--- src/rtl/icache_responder.sv ---
// Direct-mapped, two-word-block instruction cache answering datapath fetches
// in the same cycle on a hit and refilling from memory on a miss.
module icache_responder #(
    parameter int SETS = 8,
    localparam int IDX_W = $clog2(SETS)
) (
    input  logic        CLK,
    input  logic        nRST,
    input  logic        imemREN,
    input  logic [31:0] imemaddr,
    output logic        ihit,
    output logic [31:0] imemload,
    input  logic        flush,
    output logic        iREN,
    output logic [31:0] iaddr,
    input  logic        iwait,
    input  logic [31:0] iload,
    output logic [31:0] hit_count,
    output logic [31:0] miss_count
);

    localparam int TAG_W = 32 - 3 - IDX_W;

    typedef enum logic [1:0] {IDLE, FETCH0, FETCH1} state_t;

    state_t             state_reg, state_next;
    logic [TAG_W-1:0]   miss_tag_reg;
    logic [IDX_W-1:0]   miss_idx_reg;
    logic               flush_pending_reg;
    logic [31:0]        hit_count_reg, miss_count_reg;

    logic [SETS-1:0]    valid_reg;
    logic [TAG_W-1:0]   tag_mem  [SETS];
    logic [31:0]        data_mem [SETS][2];

    logic               req_offset;
    logic [IDX_W-1:0]   req_idx;
    logic [TAG_W-1:0]   req_tag;
    logic               unused_addr_bits;

    logic               line_match;
    logic               miss_start;
    logic               word_accept;
    logic               fill_done;
    logic               clear_all;

    assign req_offset       = imemaddr[2];
    assign req_idx          = imemaddr[2+IDX_W:3];
    assign req_tag          = imemaddr[31:3+IDX_W];
    assign unused_addr_bits = ^imemaddr[1:0];

    assign line_match  = valid_reg[req_idx] && (tag_mem[req_idx] == req_tag);
    assign miss_start  = (state_reg == IDLE) && imemREN && !line_match;
    assign word_accept = (state_reg != IDLE) && !iwait;
    assign fill_done   = (state_reg == FETCH1) && !iwait;
    // A flush seen at any point of a fill also wipes the line being filled.
    assign clear_all   = ((state_reg == IDLE) && flush)
                       || (fill_done && (flush_pending_reg || flush));

    always_ff @(posedge CLK or negedge nRST) begin
        if (!nRST) begin
            state_reg <= IDLE;
        end else begin
            state_reg <= state_next;
        end
    end

    always_comb begin
        state_next = state_reg;
        case (state_reg)
            IDLE:    if (miss_start) state_next = FETCH0;
            FETCH0:  if (!iwait)     state_next = FETCH1;
            FETCH1:  if (!iwait)     state_next = IDLE;
            default:                 state_next = IDLE;
        endcase
    end

    always_comb begin
        ihit     = 1'b0;
        imemload = 32'd0;
        iREN     = 1'b0;
        iaddr    = 32'd0;
        case (state_reg)
            IDLE: begin
                ihit     = imemREN && line_match;
                imemload = data_mem[req_idx][req_offset];
            end
            FETCH0: begin
                iREN  = 1'b1;
                iaddr = {miss_tag_reg, miss_idx_reg, 1'b0, 2'b00};
            end
            FETCH1: begin
                iREN  = 1'b1;
                iaddr = {miss_tag_reg, miss_idx_reg, 1'b1, 2'b00};
            end
            default: ;
        endcase
    end

    always_ff @(posedge CLK or negedge nRST) begin
        if (!nRST) begin
            miss_tag_reg      <= '0;
            miss_idx_reg      <= '0;
            flush_pending_reg <= 1'b0;
            hit_count_reg     <= 32'd0;
            miss_count_reg    <= 32'd0;
        end else begin
            if (miss_start) begin
                miss_tag_reg   <= req_tag;
                miss_idx_reg   <= req_idx;
                miss_count_reg <= miss_count_reg + 32'd1;
            end
            if (ihit) begin
                hit_count_reg <= hit_count_reg + 32'd1;
            end
            if (fill_done) begin
                flush_pending_reg <= 1'b0;
            end else if ((state_reg != IDLE) && flush) begin
                flush_pending_reg <= 1'b1;
            end
        end
    end

    // Valid is only raised when the second word lands, so a half-filled line never hits.
    always_ff @(posedge CLK or negedge nRST) begin
        if (!nRST) begin
            valid_reg <= '0;
        end else if (clear_all) begin
            valid_reg <= '0;
        end else if (fill_done) begin
            valid_reg[miss_idx_reg] <= 1'b1;
        end
    end

    always_ff @(posedge CLK) begin
        if (word_accept) begin
            data_mem[miss_idx_reg][state_reg == FETCH1] <= iload;
        end
        if (fill_done) begin
            tag_mem[miss_idx_reg] <= miss_tag_reg;
        end
    end

    assign hit_count  = hit_count_reg;
    assign miss_count = miss_count_reg;

endmodule

--- config.mk ---
export PLATFORM = sky130hd
export DESIGN_NAME = icache_responder
export DESIGN_NICKNAME = d
export VERILOG_FILES = /design/src/rtl/icache_responder.sv
export SDC_FILE = /design/constraint.sdc
export NUM_CORES = 1
export LEC_CHECK = 0
export CAP_MARGIN = 5
export CORE_ASPECT_RATIO = 1.25
export CORE_MARGIN = 10
export CORE_UTILIZATION = 55
export CTS_CLUSTER_DIAMETER = 80
export DETAILED_ROUTE_END_ITERATION = 12
export PLACE_DENSITY = 0.82
export REMOVE_ABC_BUFFERS = 1
export SYNTH_ARGS = -nofsm -noshare
export SYNTH_HDL_FRONTEND = slang
export SYNTH_SLANG_ARGS = --single-unit
--- constraint.sdc ---
create_clock -name CLK -period 5.5 [get_ports CLK]
set_input_delay 1.1 -clock CLK [delete_from_list [all_inputs] [get_ports CLK]]
set_output_delay 1.1 -clock CLK [all_outputs]
set_load 0.005 [all_outputs]
Word level (Yosys, flattened, before mapping)

Memories as Yosys holds them, arrays and structs flattened.
Index checks and enable logic that the tools add are counted.

Add/sub/neg operators: 2
$lt $le $gt $ge: 6
Eq/ne operators: 6
Multiplexer cells: 25
Bitwise operators: 3
Reductions and logical operators: 21

Operator list:

| operator                                                                            | number |
|---|---|
| 32-bit 2-to-1 mux                                                                   | 5 |
| 32-bit by 1-bit adder with 32-bit output, second input constant                     | 2 |
| 64-bit 2-to-1 mux                                                                   | 1 |
| 32-bit case mux with 2 select lines                                                 | 1 |
| 32-bit demux with 1-bit select                                                      | 1 |
| 26-bit equality test                                                                | 1 |
| 8-bit 2-to-1 mux                                                                    | 2 |
| 1-bit logical AND                                                                   | 11 |
| 1-bit 2-to-1 mux                                                                    | 9 |
| 3-bit by 4-bit < comparator with 1-bit output, second input constant                | 2 |
| 8-bit bitwise OR                                                                    | 1 |
| 2-bit 2-to-1 mux                                                                    | 3 |
| 2-bit inequality test, second input constant                                        | 3 |
| 2-bit case mux with 3 select lines                                                  | 1 |
| 2-bit nonzero test                                                                  | 3 |
| 2-bit greater-or-equal comparator, second input constant                            | 2 |
| 1-bit inverter with 2-bit output                                                    | 2 |
| 1-bit binary-select mux with 3-bit select                                           | 1 |
| 1-bit demux with 3-bit select                                                       | 1 |
| 3-bit by 1-bit greater-or-equal comparator with 1-bit output, second input constant | 1 |
| 3-bit AND reduction                                                                 | 1 |
| 2-bit by 1-bit equality test with 1-bit output, second input constant               | 1 |
| 2-bit equality test, second input constant                                          | 1 |
| 1-bit zero test                                                                     | 2 |
| other kinds (4)                                                                     | 5 |

Flip-flop bits (word level): 104
Memory bits (writable): 720
Memories kept: 2

Memories:

| memory   | depth | bits a word | rd ports | clocked after memory_dff | write ports | RTL line | source |
|---|---|---|---|---|---|---|---|
| data_mem | 8     | 64          | 1        | 0                        | 1           | 34       | `logic [31:0] data_mem [SETS][2];` |
| tag_mem  | 8     | 26          | 1        | 0                        | 1           | 33       | `logic [TAG_W-1:0] tag_mem [SETS];` |

Depth between registers and ports, before layout

Depth after elaboration: 7
Depth in mapped cells: 14

Worst setup path before layout

Ideal clock, no wire load.

Path kind: in2out
Start: input imemaddr[3]
End: output imemload[12]
Arrival: 3.552 ns
Data required time: 4.400 ns
Path slack: 0.848 ns
Cell stages on the path: 8
Cell sequence: buf_6 > buf_6 > buf_2 > buf_2 > buf_1 > mux4_2 > mux4_2 > and2_1

Cells in the longest elaborated chain, start to end: 5

RTL lines:

| what                                                 | RTL line | source |
|---|---|---|
| from (decl)                                          | 10       | `input logic [31:0] imemaddr,` |
| memory 8 x 64 bit                                    | -        |  |
| 32-bit 2-to-1 mux (not written as such) (3 in a row) | 86       | `imemload = data_mem[req_idx][req_offset];` |
| 32-bit 2-to-1 mux                                    | 83       | `case (state_reg)` |
| to (decl)                                            | 12       | `output logic [31:0] imemload,` |

Every way passes these cells. The select of a mux whose other input is x is not followed.

Final worst setup path

Start: input imemaddr[3]
End: output ihit

Cells in the longest elaborated chain, start to end: 5
Elaborated cells on any way between the ends: 7

RTL lines:

| what                                                                           | RTL line | source |
|---|---|---|
| memory 8 x 26 bit or 1-bit binary-select mux with 3-bit select (tied branches) | -        |  |
| 26-bit equality test or 1-bit 2-to-1 mux (tied branches)                       | 52       | `assign line_match = valid_reg[req_idx] && (tag_mem[req_idx] == req_tag);` |
| 1-bit logical AND *                                                            | 52       |  |
| 1-bit logical AND *                                                            | 85       | `ihit = imemREN && line_match;` |
| 1-bit 2-to-1 mux *                                                             | 83       |  |
| to (decl)                                                                      | 11       | `output logic ihit,` |

Mark *: on every way between the ends. The rest lies on a longest branch, timed or not. The select of a mux whose other input is x is not followed.

==> impl_metrics.ini <==
[clock_tree]
cts.hold.buffers_added = 0
numClockSinks = 824
clock_tree.root_cell = clkbuf_16
clock_insertion_delay_worst_skew_ns = 0.63
tritoncts.num_buffers = 80
cts_tree = built
cts_buffer_depth = 3
clk_pin_slew_worst_paths_ns = 0.06
cts.htree.levels = 3
quantity_of_gates_resized_following_cts = 0
cts_post_setup_buffers_inserted = 0

[logic_synthesis]
synth_cells = 1620
post_synth_instance_area_um2 = 32700
postSynthRegisterBits = 824
synth_area_per_inst_um2 = 20.2
yosysWarningCount = 0
synth_area_leaders = edfxtp_1 66%, mux4_2 13%, dfrtp_1 7.9%
synth_async_sr_flop_share = 0.126
synth-seq-area-share = 0.740
yosys.cell_types.count = 54
number_of_flops_mapped_to_enable_cells_by_yosys = 720
synthFlopType = edfxtp_1
synth_area_leader_cell = edfxtp_1
synth.top_cell.area_share = 0.660

[routing]
detail_route.iter0.violations = 1619
detail_route.vias_per_cell = 6.28
ant_nets = 0
dr_total_vias = 16819
post-route-drc-count = 0
routedWlPerCell_um = 28.4
drt-total-wl_um = 76000
dr_pass1_iterations = 5

[cells_and_area]
final_util = 0.651
num-nets-final = 1934
layout-area-overhead-vs-synth_pct = 16.7
largest_register_ff_count = 512
reg.largest.list = data_mem x512, tag_mem x208
layout_cell_share_with_drive_strength_beyond_1 = 0.201
most_flop_heavy_register = data_mem

[place]
detailedPlacementHpwl_um = 42400
gp_congestion = 0.787
io_buffer_count = 194

[sta]
timing.final.max_slew_violations = 0
timing.slew.headroom = 0.243
finalHoldViolations = 0
fin_setup_tns_ns = 0
timing.final.crit_share = 0.923
highest_clock_rate_ghz = 0.197
rsz_0062_raised_after_global_routing = false
final.hold.worst_slack_ns = 0.472
fin_worst_skew_ns = 0.0372
setup_viol = 0
layout_min_cycle_time_ns = 5.07
tightest_slew_ns = 1.14

[floorplan]
core_um2 = 58700
floorplan.die_area_um2 = 69800
die_w_um = 238
initial_utilization = 0.558
die_h_um = 293
placement_rows = 99
ios = 199

[power_and_ir_drop]
power_density_nw_per_um2 = 397
leak_pwr_nw = 12.8
power.clock.fraction = 0.340
p_switching_mw = 3.83
combinationalPowerShare = 0.137
swShare = 0.252
vdd_ir_drop_max_uv = 328
pwr-share-seq = 0.523
internal-power_mw = 11.4

[global_routing]
grt_antenna_before_repair = 5
grt_first_pass_wirelength_um = 115000
first_global_vias = 17884
maximum_number_of_pins_on_one_net_before_global_route_repair = 123
global_route.usage.total = 0.220
grt_overflow = 0

[min_path]
holdCritPathClass = register to register

[worst_setup_path]
worst_path_dominant_cell_family = buffers and inverters
timing.critical_path.from_type = input pin
crit_path_max_fanout = 30
crit_path_end_kind = primary output
critical_path_top_delay_cell = nor4_2
worstPathBufferInverterCount = 3
crit_required_ns = 4.40
critical_path.cell_chain = buf_8 > buf_4 > mux2i_1 > a22oi_1 > and3_1 > o22ai_1 > nor4_2 > and4_1 > clkdlybuf4s50_1
critical_path_arrival_ns = 3.97
cp_slowest_stage_delay_ns = 0.62
worst-setup-path-type = input pin to primary output

[outcome]
outcome = completed

[flow_run]
drv_cap = 0
[synth_stat cells (all sizes together), types with 2 or more instances]
cell / n
xnor2: 60
o2111ai: 3
and2: 69
a211oi: 2
or3b: 2
nor4: 2
nor2b: 6
nand2b: 2
and3: 30
mux2i: 68
nand2: 17
nor2: 49
buf: 51
o21ai: 3
nor4b: 7
dfrtp: 104
mux2: 32
nor3b: 3
ha: 7
and4: 12
inv: 5
edfxtp: 720
or3: 3
a21oi: 12
a22o: 6
mux4: 188
a22oi: 16
nor3: 2
xor2: 20
o21a: 5
nand3: 35
clkbuf: 35
a221oi: 2
nand3b: 3
nand4: 28
[worst register-to-register path, stage by stage, from the launching register on]
cell      delay [ns]
edfxtp_1        0.39
mux4_2          0.48
mux2i_1         0.20
xor2_1          0.19
o221ai_1        0.15
nor4_2          0.50
nand4_2         0.28
nand2_2         0.25
buf_4           0.45
mux2_2          0.44
[power groups by stage]
stage | clock network [mW] | registers [mW] | logic [mW]
2_1_floorplan | 0 | 7.91 | 0.936
3_3_place_gp | 0 | 7.99 | 2.05
3_5_place_dp | 0 | 8.05 | 2.09
4_1_cts | 5.25 | 7.94 | 2.12
5_1_grt | 5.49 | 8.01 | 2.24
6_report | 5.17 | 7.94 | 2.08
[cell usage in the layout, fill, tap and decap left out, drive strengths merged, types with 35 or more instances in the layout]
| master | n |
|---|---|
| and2 | 69 |
| xnor2 | 60 |
| mux2i | 68 |
| buf | 52 |
| edfxtp | 720 |
| mux4 | 188 |
| nand3 | 35 |
| dfrtp | 104 |
| nor2 | 49 |
| clkdlybuf4s50 | 189 |
| clkbuf | 104 |
[final timing paths]
check	from	endpoint	slack, ns	depth (start not counted)
max	imemaddr[3]	ihit	0.43	9
min	hit_count[31]$_DFFE_PN0P_	hit_count[31]$_DFFE_PN0P_	0.47	1
max reg2reg	tag_mem[2][23]$_DFFE_PP_	miss_tag_reg[10]$_DFFE_PN0P_	2.08	9
min reg2reg	hit_count[31]$_DFFE_PN0P_	hit_count[31]$_DFFE_PN0P_	0.47	1
max in group asynchronous	nRST	miss_count[21]$_DFFE_PN0P_	3.73	2
min in group asynchronous	nRST	miss_tag_reg[23]$_DFFE_PN0P_	0.61	1
[stage by stage]
step	setup WS (ns)	total power [mW]	area, um^2	instances
finish	0.426	15.2	38200	2680
global route	0.253	15.7	38200	2680
CTS	0.417	15.3	38200	2678
detailed placement	0.371	10.1	35700	2533
global placement	0.510	10.0	35700	2533
floorplan	1.53	8.84	32300	1535
[area by class of cell]
type	count	area, um^2
antenna	2	5.00
clock buffer	104	2140
clock inverter	41	348
fill	3777	20500
inverter	5	18.8
multi-input combinational	706	8200
sequential	824	24200
tap	757	947
timing repair buffer	241	2330
[kinds of logic (layout without fill, tap and decap cells)]
kind of cell | count (synthesis) | after routing | share of synthesized area
compound gates | 56 | 56 | 0.0122
xor+xnor | 80 | 80 | 0.0214
fa+ha+maj | 7 | 7 | 0.00267
buf+inv | 91 | 391 | 0.0145
flops | 824 | 824 | 0.740
mux | 288 | 288 | 0.161
other cells | 1 | 4 | 0.000115
simple gates | 273 | 273 | 0.0484
[layer usage]
| layer | vias to the layer above | routed length (um) | GRT usage |
|---|---|---|---|
| met5 | - | 36 | 0 |
| met4 | 6 | 1980 | 0.0784 |
| met3 | 132 | 5960 | 0.0405 |
| met2 | 807 | 40300 | 0.380 |
| met1 | 8816 | 27800 | 0.274 |
| li1 | 7058 | - | - |
No activity file was read; power rests on OpenSTA's default activity.
